## src/rtl/switch_debounce.sv

```systemverilog
// switch_debounce: per-bit debouncer for raw board switches.
// Each raw bit is synchronized through two flops, then accepted only after it
// has differed from the debounced level for DEBOUNCE_CYCLES consecutive edges.
// Optional feature macro: SWITCH_DEBOUNCE_EDGE_EN builds the registered
// rise/fall/changed pulse outputs; without it those outputs are tied to 0.
module switch_debounce #(
   parameter int WIDTH           = 6,
   parameter int DEBOUNCE_CYCLES = 16
) (
   input  logic             clk,
   input  logic             rst_n,
   input  logic [WIDTH-1:0] switch_raw,
   output logic [WIDTH-1:0] switch,
   output logic [WIDTH-1:0] rise,
   output logic [WIDTH-1:0] fall,
   output logic             changed
);

   // One extra bit over clog2 so the terminal value always fits without wrap.
   localparam int            CW   = $clog2(DEBOUNCE_CYCLES) + 1;
   localparam logic [CW-1:0] LAST = CW'(DEBOUNCE_CYCLES - 1);

   logic [WIDTH-1:0] r_sync1;
   logic [WIDTH-1:0] r_sync2;
   logic [WIDTH-1:0] r_switch;
   logic [WIDTH-1:0] w_update;

   // Two-flop synchronizer for the asynchronous switch inputs.
   always_ff @(posedge clk or negedge rst_n) begin
      if (!rst_n) begin
         r_sync1 <= '0;
         r_sync2 <= '0;
      end else begin
         r_sync1 <= switch_raw;
         r_sync2 <= r_sync1;
      end
   end

   genvar gi;
   generate
      for (gi = 0; gi < WIDTH; gi++) begin : g_bit
         logic [CW-1:0] r_count;

         // A bit is accepted on the edge its run of disagreement reaches the limit.
         assign w_update[gi] = (r_sync2[gi] != r_switch[gi]) && (r_count == LAST);

         // Count consecutive cycles of disagreement; any agreement restarts it.
         always_ff @(posedge clk or negedge rst_n) begin
            if (!rst_n) begin
               r_count <= '0;
            end else if (r_sync2[gi] == r_switch[gi]) begin
               r_count <= '0;
            end else if (r_count == LAST) begin
               r_count <= '0;
            end else begin
               r_count <= r_count + CW'(1);
            end
         end
      end
   endgenerate

   // Debounced level: take the synchronized value only on accepted bits.
   always_ff @(posedge clk or negedge rst_n) begin
      if (!rst_n) begin
         r_switch <= '0;
      end else begin
         r_switch <= (r_switch & ~w_update) | (r_sync2 & w_update);
      end
   end

   assign switch = r_switch;

`ifdef SWITCH_DEBOUNCE_EDGE_EN
   logic [WIDTH-1:0] r_rise;
   logic [WIDTH-1:0] r_fall;
   logic             r_changed;

   // Edge pulses registered on the same edge that updates the level.
   always_ff @(posedge clk or negedge rst_n) begin
      if (!rst_n) begin
         r_rise    <= '0;
         r_fall    <= '0;
         r_changed <= 1'b0;
      end else begin
         r_rise    <= w_update & r_sync2;
         r_fall    <= w_update & ~r_sync2;
         r_changed <= |w_update;
      end
   end

   assign rise    = r_rise;
   assign fall    = r_fall;
   assign changed = r_changed;
`else
   assign rise    = '0;
   assign fall    = '0;
   assign changed = 1'b0;
`endif

endmodule

```

## config.mk

```make
export PLATFORM = sky130hd
export DESIGN_NAME = switch_debounce
export DESIGN_NICKNAME = d
export VERILOG_FILES = /design/src/rtl/switch_debounce.sv
export SDC_FILE = /design/constraint.sdc
export NUM_CORES = 1
export LEC_CHECK = 0
export ABC_AREA = 1
export ABC_CLOCK_PERIOD_IN_PS = 1400
export CORE_MARGIN = 2
export CORE_UTILIZATION = 45
export CTS_CLUSTER_SIZE = 10
export DETAILED_ROUTE_END_ITERATION = 10
export PLACE_DENSITY = 0.76
export SLEW_MARGIN = 0
export SYNTH_ARGS = -nofsm -noshare
export SYNTH_HDL_FRONTEND = slang
export SYNTH_SLANG_ARGS = --single-unit
```

## constraint.sdc

```tcl
create_clock -name clk -period 1.4 [get_ports clk]
set_input_delay 0.14 -clock clk [delete_from_list [all_inputs] [get_ports clk]]
set_output_delay 0.14 -clock clk [all_outputs]
set_load 0.05 [all_outputs]
```

==> results of run 1 <==
## kinds of logic after synthesis
kind of cell,share of synthesized area
xor+xnor,0.0255
fa+ha+maj,0.0364
other cells,0.00182
simple gates,0.240
flops,0.583
buf+inv,0.113
## routing by layer
metal	wire (um)	vias to the layer above	GRT usage
li1	-	718	-
met1	1350	615	0.154
met2	1300	25	0.216
met3	125	6	0.0380
met4	54	0	0.0629
met5	0	-	0
## synth_stat cells
cell     instances
buf_4           13
inv_1           36
nand4_1         12
dfrtp_1         48
nand2_1         60
xnor2_1          6
conb_1           1
nor2_1          36
nand3_1         12
ha_1             6
## placed cells by master, fill, tap and decap left out, drive strengths merged
cell           netlist  layout
dlygate4sd3          0       1
inv                 36      36
conb                 1      13
buf                 13       8
clkbuf               0       6
xnor2                6       6
dfrtp               48      48
nand3               12      12
nand4               12      12
clkinv               0       1
nand2               60      60
clkdlybuf4s50        0       6
nor2                36      36
ha                   6       6
## critical path: cells and delay by family, from the launching register on
| family | cells | cell delay, ns |
|---|---|---|
| AND/OR/NAND/NOR | 3 | 0.33 |
| adder cells (fa/ha/maj) | 1 | 0.25 |
| flip-flops | 1 | 0.41 |
## worst min-delay path by stage
stage                  start                          to  slack (ns)  cells after the start
6_report       switch_raw[5]                  r_sync1[5]        0.28                      1
5_1_grt        switch_raw[1]                  r_sync1[1]        0.27                      1
4_1_cts        switch_raw[5]                  r_sync1[5]        0.27                      1
3_5_place_dp           rst_n                  r_sync1[4]        0.09                      1
3_3_place_gp           rst_n                  r_sync1[4]        0.09                      1
2_1_floorplan          rst_n  asynchronous set/reset pin       -0.16                      0
## power groups by stage
stage	Clock, mW	Combinational, mW	Sequential (mW)
after floorplan	0	0.197	1.51
after global placement	0	0.232	1.52
after detailed placement	0	0.239	1.52
after CTS	0.782	0.242	1.50
after global routing	0.825	0.269	1.51
final	0.749	0.238	1.50
## cell type report
cell class	count	area, um2	share of cell area
clock buffer	6	72.6	0.0307
multi-input combinational	145	672	0.284
tap	52	65.1	0.0275
inverter	36	135	0.0571
clock inverter	1	5.00	0.00212
sequential	48	1200	0.508
timing repair buffer	15	215	0.0910
## what timing repair did
item	4_1_cts	5_1_grt
hold buffers	1	0
hold endpoints to repair	16	0
gates resized for setup	0	0
setup buffers	0	0
## stage by stage
stage | worst slack, ns | utilization | total power, mW | cell area [um2] | hold WS [ns]
after floorplan | 0.323 | - | 1.71 | 2110 | -0.156
after global routing | 0.223 | 0.540 | 2.60 | 2370 | 0.272
after global placement | 0.379 | 0.520 | 1.75 | 2280 | 0.0887
final | 0.339 | 0.540 | 2.48 | 2370 | 0.277
after CTS | 0.331 | 0.540 | 2.52 | 2370 | 0.267
after detailed placement | 0.347 | 0.520 | 1.76 | 2280 | 0.0915
==> results.md, run 1 <==
- Outcome: complete, no violations
- Clock group share of total power: 0.302
- Layout cells sized above 1: 0.0558
- R2R Path End: g_bit[0].r_count[1]
- Routed len/inst: about 9.3 um
- Peak supply drop: between 0.7 and 0.8 mV
- TritonCTS clock tree: yes
- Cells after Synth: 230
- Seq cells post-synth: 48
- Pleak: 1.21 nW
- Net Switching: between 600 and 700 uW
- Clock-pin slew on the worst setup and hold paths: around 0.08 ns
- Core area: roughly 0.0044 mm2
- CTS Buf Count: 5
- Min-Delay Path Class: in2reg
- Combinational Power Share: 0.096
- Syn avg cell area: between 8 and 9 um2
- Detailed Route Iter0 Violations: 37
- CP max FO: 4
- Worst Setup EP: g_bit[0].r_count[1]
- Final hold violations: 0
- Cell taking the most area after synthesis: dfrtp_1
- Crit. End Element: flip-flop
- Nets: roughly 270
- Final std cells w/o fill: about 300
- Vias post-DR: 1364
- Clock root cell: clkbuf_8
- Register area share after synthesis: 0.583
- TNS Setup: 0 ns
- Clock Skew: approximately 0.0043 ns
- Post-route ant nets: 0
- First-pass GRT wire length: slightly above 5000 um
- DPL Wire Length: between 2000 and 2500 um
- Cell Chain, Critical Path: ha_1 -> nand4_1 -> nand2_1 -> nor2_1
- Pwr/cell area: around 1000 mW/mm2
- Post-synth cell types: 10
- CTS H-Tree Depth: 2
- Die boundary width: approximately 72 um
- I/O Buffers: 13
- IO Count: 27
- Bufs on Longest Clock Path: 2
- Synth top area share: 0.583
- Gpl congestion: between 0.7 and 0.8
- Chip height: slightly above 70 um
- Fillers: around 390
- Crit Path Class: reg2reg
- Worst-Skew Late Latency: slightly below 0.3 ns
- Post-route DRC: 0
- Initial Util: 0.470
- DR pass1 iterations: 4
- CP max stage delay: roughly 0.4 ns
- Critical Path RT: around 1.6 ns
- Maxcap violations: 0
- Cells on worst reg2reg path: 4
- Vias per Instance: 4.50
- Final Cycle Share: 0.758
- Reg2Reg Launch Point: g_bit[0].r_count[0]
- Drt total wl: about 2800 um
- Sw Share: 0.252
- Number of inserted diodes: 0
- Dpl cells: slightly below 300
- Die area: 0.00514 mm2
- Max stage delay cell, worst path: dfrtp_1
- Row count: 24
- Final min period: about 1.1 ns
- Clk sinks: 48
- Area delta synth->final: 14.8%
- Critical Path AT: ~1.3 ns
- Gr usage total: 0.130
- Largest cells by area after synthesis: dfrtp_1 (58%), nand2_1 (11%), inv_1 (6.6%)
- GRT overflow: 0
- Vias in the first global route: 1305
- YS warnings: 0
- Max Fclk: 0.943 GHz
- Final Slew Violations: 0
- Initial antenna violation count: 0
- Pin count of the biggest net entering global routing: 33
- Synth Cell Area: a little over 0.002 mm2
- Power Internal: roughly 1.9 mW
- CP startpoint kind: flip-flop
- Final setup violation count: 0
- Reg power frac: 0.603
- R2R Setup Slk: ~0.34 ns
- RSZ-0062 raised after global routing: no
- CP startpoint: g_bit[0].r_count[0]
Power figures use the tool's default switching activity.
==> run 2: changes to the inputs <==
--- a/config.mk
+++ b/config.mk
@@ -6,12 +6,12 @@
 export NUM_CORES = 1
 export LEC_CHECK = 0
 export ABC_AREA = 1
-export ABC_CLOCK_PERIOD_IN_PS = 1400
+export ABC_CLOCK_PERIOD_IN_PS = 900
 export CORE_MARGIN = 2
 export CORE_UTILIZATION = 45
 export CTS_CLUSTER_SIZE = 10
 export DETAILED_ROUTE_END_ITERATION = 10
-export PLACE_DENSITY = 0.76
+export PLACE_DENSITY = 0.79
 export SLEW_MARGIN = 0
 export SYNTH_ARGS = -nofsm -noshare
 export SYNTH_HDL_FRONTEND = slang
==> constraint.sdc (replaced) <==
create_clock -name clk -period 0.9 [get_ports clk]
set_input_delay 0.09 -clock clk [delete_from_list [all_inputs] [get_ports clk]]
set_output_delay 0.09 -clock clk [all_outputs]
set_load 0.05 [all_outputs]
==> results.md, run 2 (same netlist as run 1, synthesis figures left out) <==
- Outcome: complete, but fails checks
- Failing checks: negative setup slack
- IO Count: 27 (unchanged)
- Placed cell area: 0.00240 mm2 (+5.3%)
- Row count: 24 (unchanged)
- Sw Share: 0.261 (+0.00898)
- Bufs on Longest Clock Path: 2 (unchanged)
- Maxcap violations: 0 (unchanged)
- CP startpoint kind: flip-flop
- Post-route DRC: 0 (unchanged)
- First-pass GRT wire length: 6090 um (+18%)
- Nets: 280 (+5.7%)
- Max stage delay cell, worst path: dfrtp_2
- TritonCTS clock tree: yes
- Final min period: approximately 1.1 ns
- Final Slew Violations: 0 (unchanged)
- Layout cells sized above 1: 0.307 (+0.251)
- Final hold violations: 0 (unchanged)
- Initial Util: 0.470 (unchanged)
- Critical Path AT: 0.96 ns (-0.33 ns)
- Cells on worst reg2reg path: 4 (unchanged)
- Vias post-DR: 1504 (+10%)
- Post-route ant nets: 0 (unchanged)
- Min-Delay Path Class: in2reg
- Clock Skew: 0.0102 ns (+0.00592 ns)
- CP max FO: 2 (-2)
- Pin count of the biggest net entering global routing: 49 (+48%)
- Net Switching: 1.07 mW (+70%)
- Final Cycle Share: 1.17
- RSZ-0062 raised after global routing: yes
- Drt total wl: 3700 um (+31%)
- Initial antenna violation count: 0 (unchanged)
- Clock-pin slew on the worst setup and hold paths: 0.09 ns (about the same)
- Vias in the first global route: 1496 (+15%)
- Most frequent cells in the layout: nand2_1 (47), dfrtp_1 (42), inv_1 (30)
- DPL Wire Length: 2250 um (+6.4%)
- Final setup violation count: 36 (+36)
- Power Internal: 3.02 mW (+62%)
- Gpl congestion: 0.795 (+2.9%)
- Overall Power: 4.08 mW (+64%)
- Worst Setup EP: switch[5]
- Gr usage total: 0.149 (+0.0197)
- Reg power frac: 0.577 (-0.026)
- Combinational Power Share: 0.132 (+0.036)
- GRT overflow: 0 (unchanged)
- Pwr/cell area: 1500 mW/mm2 (+43%)
- Vias per Instance: 4.71 (+4.7%)
- Routed len/inst: 11.6 um (+24%)
- Cell Chain, Critical Path: buf_6 -> buf_12
- CP max stage delay: 0.42 ns (about the same)
- Chip height: 71.7 um (unchanged)
- Reg2Reg Launch Point: g_bit[5].r_count[0]
- R2R Path End: g_bit[5].r_count[1]
- CTS Buf Count: 5 (unchanged)
- Crit Path Class: reg2out
- Die boundary width: 71.7 um (unchanged)
- Critical Path RT: 0.81 ns (-0.82 ns)
- Number of inserted diodes: 0 (unchanged)
- Detailed Route Iter0 Violations: 69 (+86%)
- Peak supply drop: 1.32 mV (+77%)
- Final instance area: 0.00271 mm2 (+15%)
- Max Fclk: roughly 0.95 GHz
- Clk sinks: 48 (unchanged)
- Worst-Skew Late Latency: 0.29 ns (about the same)
- I/O Buffers: 13 (unchanged)
- Most common cell after layout, fill and taps aside: nand2_1
- Clock group share of total power: 0.291 (-0.011)
- Core area: 0.00438 mm2 (unchanged)
- Crit. End Element: primary output
- R2R Setup Slk: -0.12 ns (-0.46 ns)
- Clock root cell: clkbuf_8
- Pre-CTS setup slack: -0.107 ns (-0.453 ns)
- Area delta synth->final: 31.6%
- Die area: 0.00514 mm2 (unchanged)
- Pleak: 1.28 nW (+6.4%)
- DR pass1 iterations: 4 (unchanged)
- Worst setup margin: -0.154 ns (-0.493 ns)
- CTS H-Tree Depth: 2 (unchanged)
- Final std cells w/o fill: 319 (+5.3%)
- Dpl cells: 306 (+3.7%)
run 2: worst min-delay path by stage:
stage,startpoint,end,slack (ns),depth (start not counted)
floorplan,rst_n,asynchronous set/reset pin,-0.21,0
global placement,rst_n,r_sync2[4],0.09,2
detailed placement,rst_n,r_sync2[4],0.09,2
CTS,switch_raw[2],r_sync1[2],0.22,1
global route,switch_raw[4],r_sync1[4],0.23,1
finish,switch_raw[2],r_sync1[2],0.23,1
run 2: final cells by class:
type / count / area [um2]
fillers: 331 / 1670
flip-flops and latches: 48 / 1210
multi-input cells: 145 / 887
repair buffers: 30 / 335
inverters: 36 / 135
clock buffers: 7 / 76.3
well taps: 52 / 65.1
clock inverters: 1 / 5.00
run 2: critical path, delay by kind of cell, from the launching register on:
kind | cells | cell delay (ns)
flops | 1 | 0.42
buf+inv | 2 | 0.25
run 2: power groups by stage:
| stage | registers [mW] | logic (mW) | clock network [mW] |
|---|---|---|---|
| final | 2.35 | 0.540 | 1.19 |
| after global routing | 2.37 | 0.600 | 1.33 |
| after CTS | 2.34 | 0.494 | 1.23 |
| after detailed placement | 2.36 | 0.447 | 0 |
| after global placement | 2.36 | 0.433 | 0 |
| after floorplan | 2.36 | 0.312 | 0 |
run 2: timing repair:
item | CTS | global route
setup endpoints to repair | 38 | 42
setup buffers | 3 | 1
cloned | 0 | 0
hold buffers | 1 | 0
pin swaps | 17 | 16
gates resized for setup | 18 | 28
hold endpoints to repair | 48 | 0
run 2: metal layers:
| metal | global-route usage | part of all wire |
|---|---|---|
| met5 | 0 | 0 |
| met4 | 0.0503 | 0.015 |
| met3 | 0.0295 | 0.024 |
| met2 | 0.270 | 0.56 |
| met1 | 0.178 | 0.40 |
run 2: stage by stage:
step           hold slack [ns]  TNS [ns]   util
6_report                 0.227     -2.52  0.619
5_1_grt                  0.231     -4.79  0.619
4_1_cts                  0.223     -2.06  0.596
3_5_place_dp            0.0937     -1.53  0.547
3_3_place_gp            0.0893    -0.746  0.547
2_1_floorplan           -0.206    -0.460      -
==> run 3: changes to the inputs <==
--- a/config.mk
+++ b/config.mk
@@ -11,7 +11,7 @@
 export CORE_UTILIZATION = 45
 export CTS_CLUSTER_SIZE = 10
 export DETAILED_ROUTE_END_ITERATION = 10
-export PLACE_DENSITY = 0.79
+export PLACE_DENSITY = 0.7
 export SLEW_MARGIN = 0
 export SYNTH_ARGS = -nofsm -noshare
 export SYNTH_HDL_FRONTEND = slang
==> results.md, run 3 (same netlist as run 1, synthesis figures left out) <==
- CP startpoint kind: flip-flop
- Post-route ant nets: 0 (unchanged)
- Clk sinks: 48 (unchanged)
- Overall Power: 4.15 mW (+1.7%)
- Final std cells w/o fill: 317 (-0.63%)
- Nets: 278 (-0.71%)
- Hold wc startpoint: switch_raw[2]
- R2R Path End: g_bit[1].r_count[3]
- Core area: 0.00438 mm2 (unchanged)
- WHS Endpoint: r_sync1[2]
- Cell Chain, Critical Path: buf_12
- Crit. End Element: primary output
- DR pass1 iterations: 4 (unchanged)
- Bufs and invs on worst path: 1 (-1)
- Crit Path Class: reg2out
- Layout cells sized above 1: 0.272 (-0.0354)
- Worst-Skew Late Latency: 0.30 ns (about the same)
- Routed len/inst: 10.1 um (-13%)
- Peak supply drop: 1.05 mV (-20%)
- Vias post-DR: 1435 (-4.6%)
- Gr usage total: 0.142 (-0.00724)
- Clock-pin slew on the worst setup and hold paths: 0.08 ns (about the same)
- Die boundary width: 71.7 um (unchanged)
- Final Cycle Share: 1.11 (-0.0596)
- Outcome: complete, but fails checks
- GRT overflow: 0 (unchanged)
- Final Slew Violations: 0 (unchanged)
- Max Fclk: 1.00 GHz (+5.4%)
- CTS H-Tree Depth: 2 (unchanged)
- Pleak: 1.28 nW (-0.62%)
- Critical Path AT: 0.91 ns (-0.05 ns)
- Worst path top cell family by delay: flip-flops
- Critical Path RT: 0.81 ns (about the same)
- Register area: 0.00121 mm2 (unchanged)
- Most frequent cells in the layout: nand2_1 (47), dfrtp_1 (42), inv_1 (32), nor2_1 (32)
- Clock root cell: clkbuf_8
- TritonCTS clock tree: yes
- Number of inserted diodes: 0 (unchanged)
- Final min period: 1.00 ns (-0.0536 ns)
- Final setup violation count: 32 (-11%)
- Min-Delay Path Class: in2reg
- DPL Wire Length: 2200 um (-2.3%)
- First-pass GRT wire length: 5650 um (-7.2%)
- Clock Skew: 0.00695 ns (-0.00329 ns)
- Pwr/cell area: 1550 mW/mm2 (+3.2%)
- Fillers: 375 (+13%)
- Pin count of the biggest net entering global routing: 49 (unchanged)
- Final hold violations: 0 (unchanged)
- Worst setup margin: -0.100 ns (+0.0536 ns)
- Row count: 24 (unchanged)
- Initial Util: 0.470 (unchanged)
- Bufs on Longest Clock Path: 2 (unchanged)
- CP max stage delay: 0.45 ns (+0.03 ns)
- Drt total wl: 3200 um (-14%)
- WHS Path Cells: 1 (unchanged)
- Cells on worst reg2reg path: 4 (unchanged)
- Area delta synth->final: 29.8%
- CP max FO: 4 (+2)
- RSZ-0062 raised after global routing: yes
- Reg2Reg Launch Point: g_bit[1].r_count[1]
- Vias in the first global route: 1378 (-7.9%)
- Most common cell after layout, fill and taps aside: nand2_1
- Maxcap violations: 0 (unchanged)
- Detailed Route Iter0 Violations: 91 (+32%)
- Post-route DRC: 0 (unchanged)
- Die area: 0.00514 mm2 (unchanged)
- Dpl cells: 307 (+0.33%)
- R2R Setup Slk: -0.05 ns (+0.07 ns)
- Max stage delay cell, worst path: dfrtp_2
- Area of the multi-input gates: 857 um2 (-3.4%)
- Initial antenna violation count: 0 (unchanged)
- I/O Buffers: 13 (unchanged)
- IO Count: 27 (unchanged)
- Gpl congestion: 0.748 (-5.9%)
- Vias per Instance: 4.53 (-4.0%)
- Failing checks: negative setup slack
- Chip height: 71.7 um (unchanged)
- CTS Buf Count: 5 (unchanged)
run 3: cell count changes in the layout (fill, tap and decap cells not counted), moves of 2 or more:
| cell | change |
|---|---|
| nor2_1 | +6 |
| xnor2_1 | +2 |
| nor2_2 | -6 |
| inv_2 | -2 |
| xnor2_2 | -2 |
| clkbuf_1 | -2 |
| inv_1 | +2 |
run 3: repair_timing:
action	in CTS	in global routing
hold endpoints to repair	48	0
pin swaps	14	12
setup buffers	2	0
gates resized for setup	15	20
hold buffers	1	0
endpoints found under the setup margin	36	41
run 3: metal layers:
layer / track usage / wire (um)
met5: 0 / 0
met4: 0.0692 / 70
met3: 0.0380 / 119
met2: 0.227 / 1500
met1: 0.179 / 1500
run 3: metrics by stage:
stage	worst slack, ns	hold WS (ns)	area [um2]	TNS, ns	util
floorplan	-0.0293	-0.206	2140	-0.460	-
global placement	-0.0693	0.0928	2410	-0.782	0.549
detailed placement	-0.0804	0.107	2410	-1.20	0.549
CTS	-0.106	0.214	2610	-1.61	0.594
global route	-0.131	0.206	2680	-3.76	0.610
finish	-0.100	0.219	2680	-1.54	0.610
run 3: final cells by class:
type,count,area share
Sequential cell,48,0.452
Multi-Input combinational cell,145,0.320
Timing Repair Buffer,28,0.118
Inverter,36,0.0505
Clock buffer,6,0.0309
Tap cell,52,0.0243
Clock inverter,2,0.00374
run 3: power breakdown:
part           internal (mW)  switching (mW)
Sequential              2.25          0.0971
Clock                  0.613           0.683
Combinational          0.213           0.300
run 3: worst max-delay path by stage:
stage | slack (ns) | from | depth (start not counted) | endpoint
after floorplan | -0.03 | flip-flop | 5 | g_bit[5].r_count[0]
after global routing | -0.13 | flip-flop | 1 | switch[0]
final | -0.1 | flip-flop | 1 | switch[2]
after global placement | -0.07 | g_bit[4].r_count[1] | 4 | g_bit[4].r_count[3]
after CTS | -0.11 | flip-flop | 1 | switch[0]
after detailed placement | -0.08 | g_bit[4].r_count[1] | 4 | g_bit[4].r_count[3]
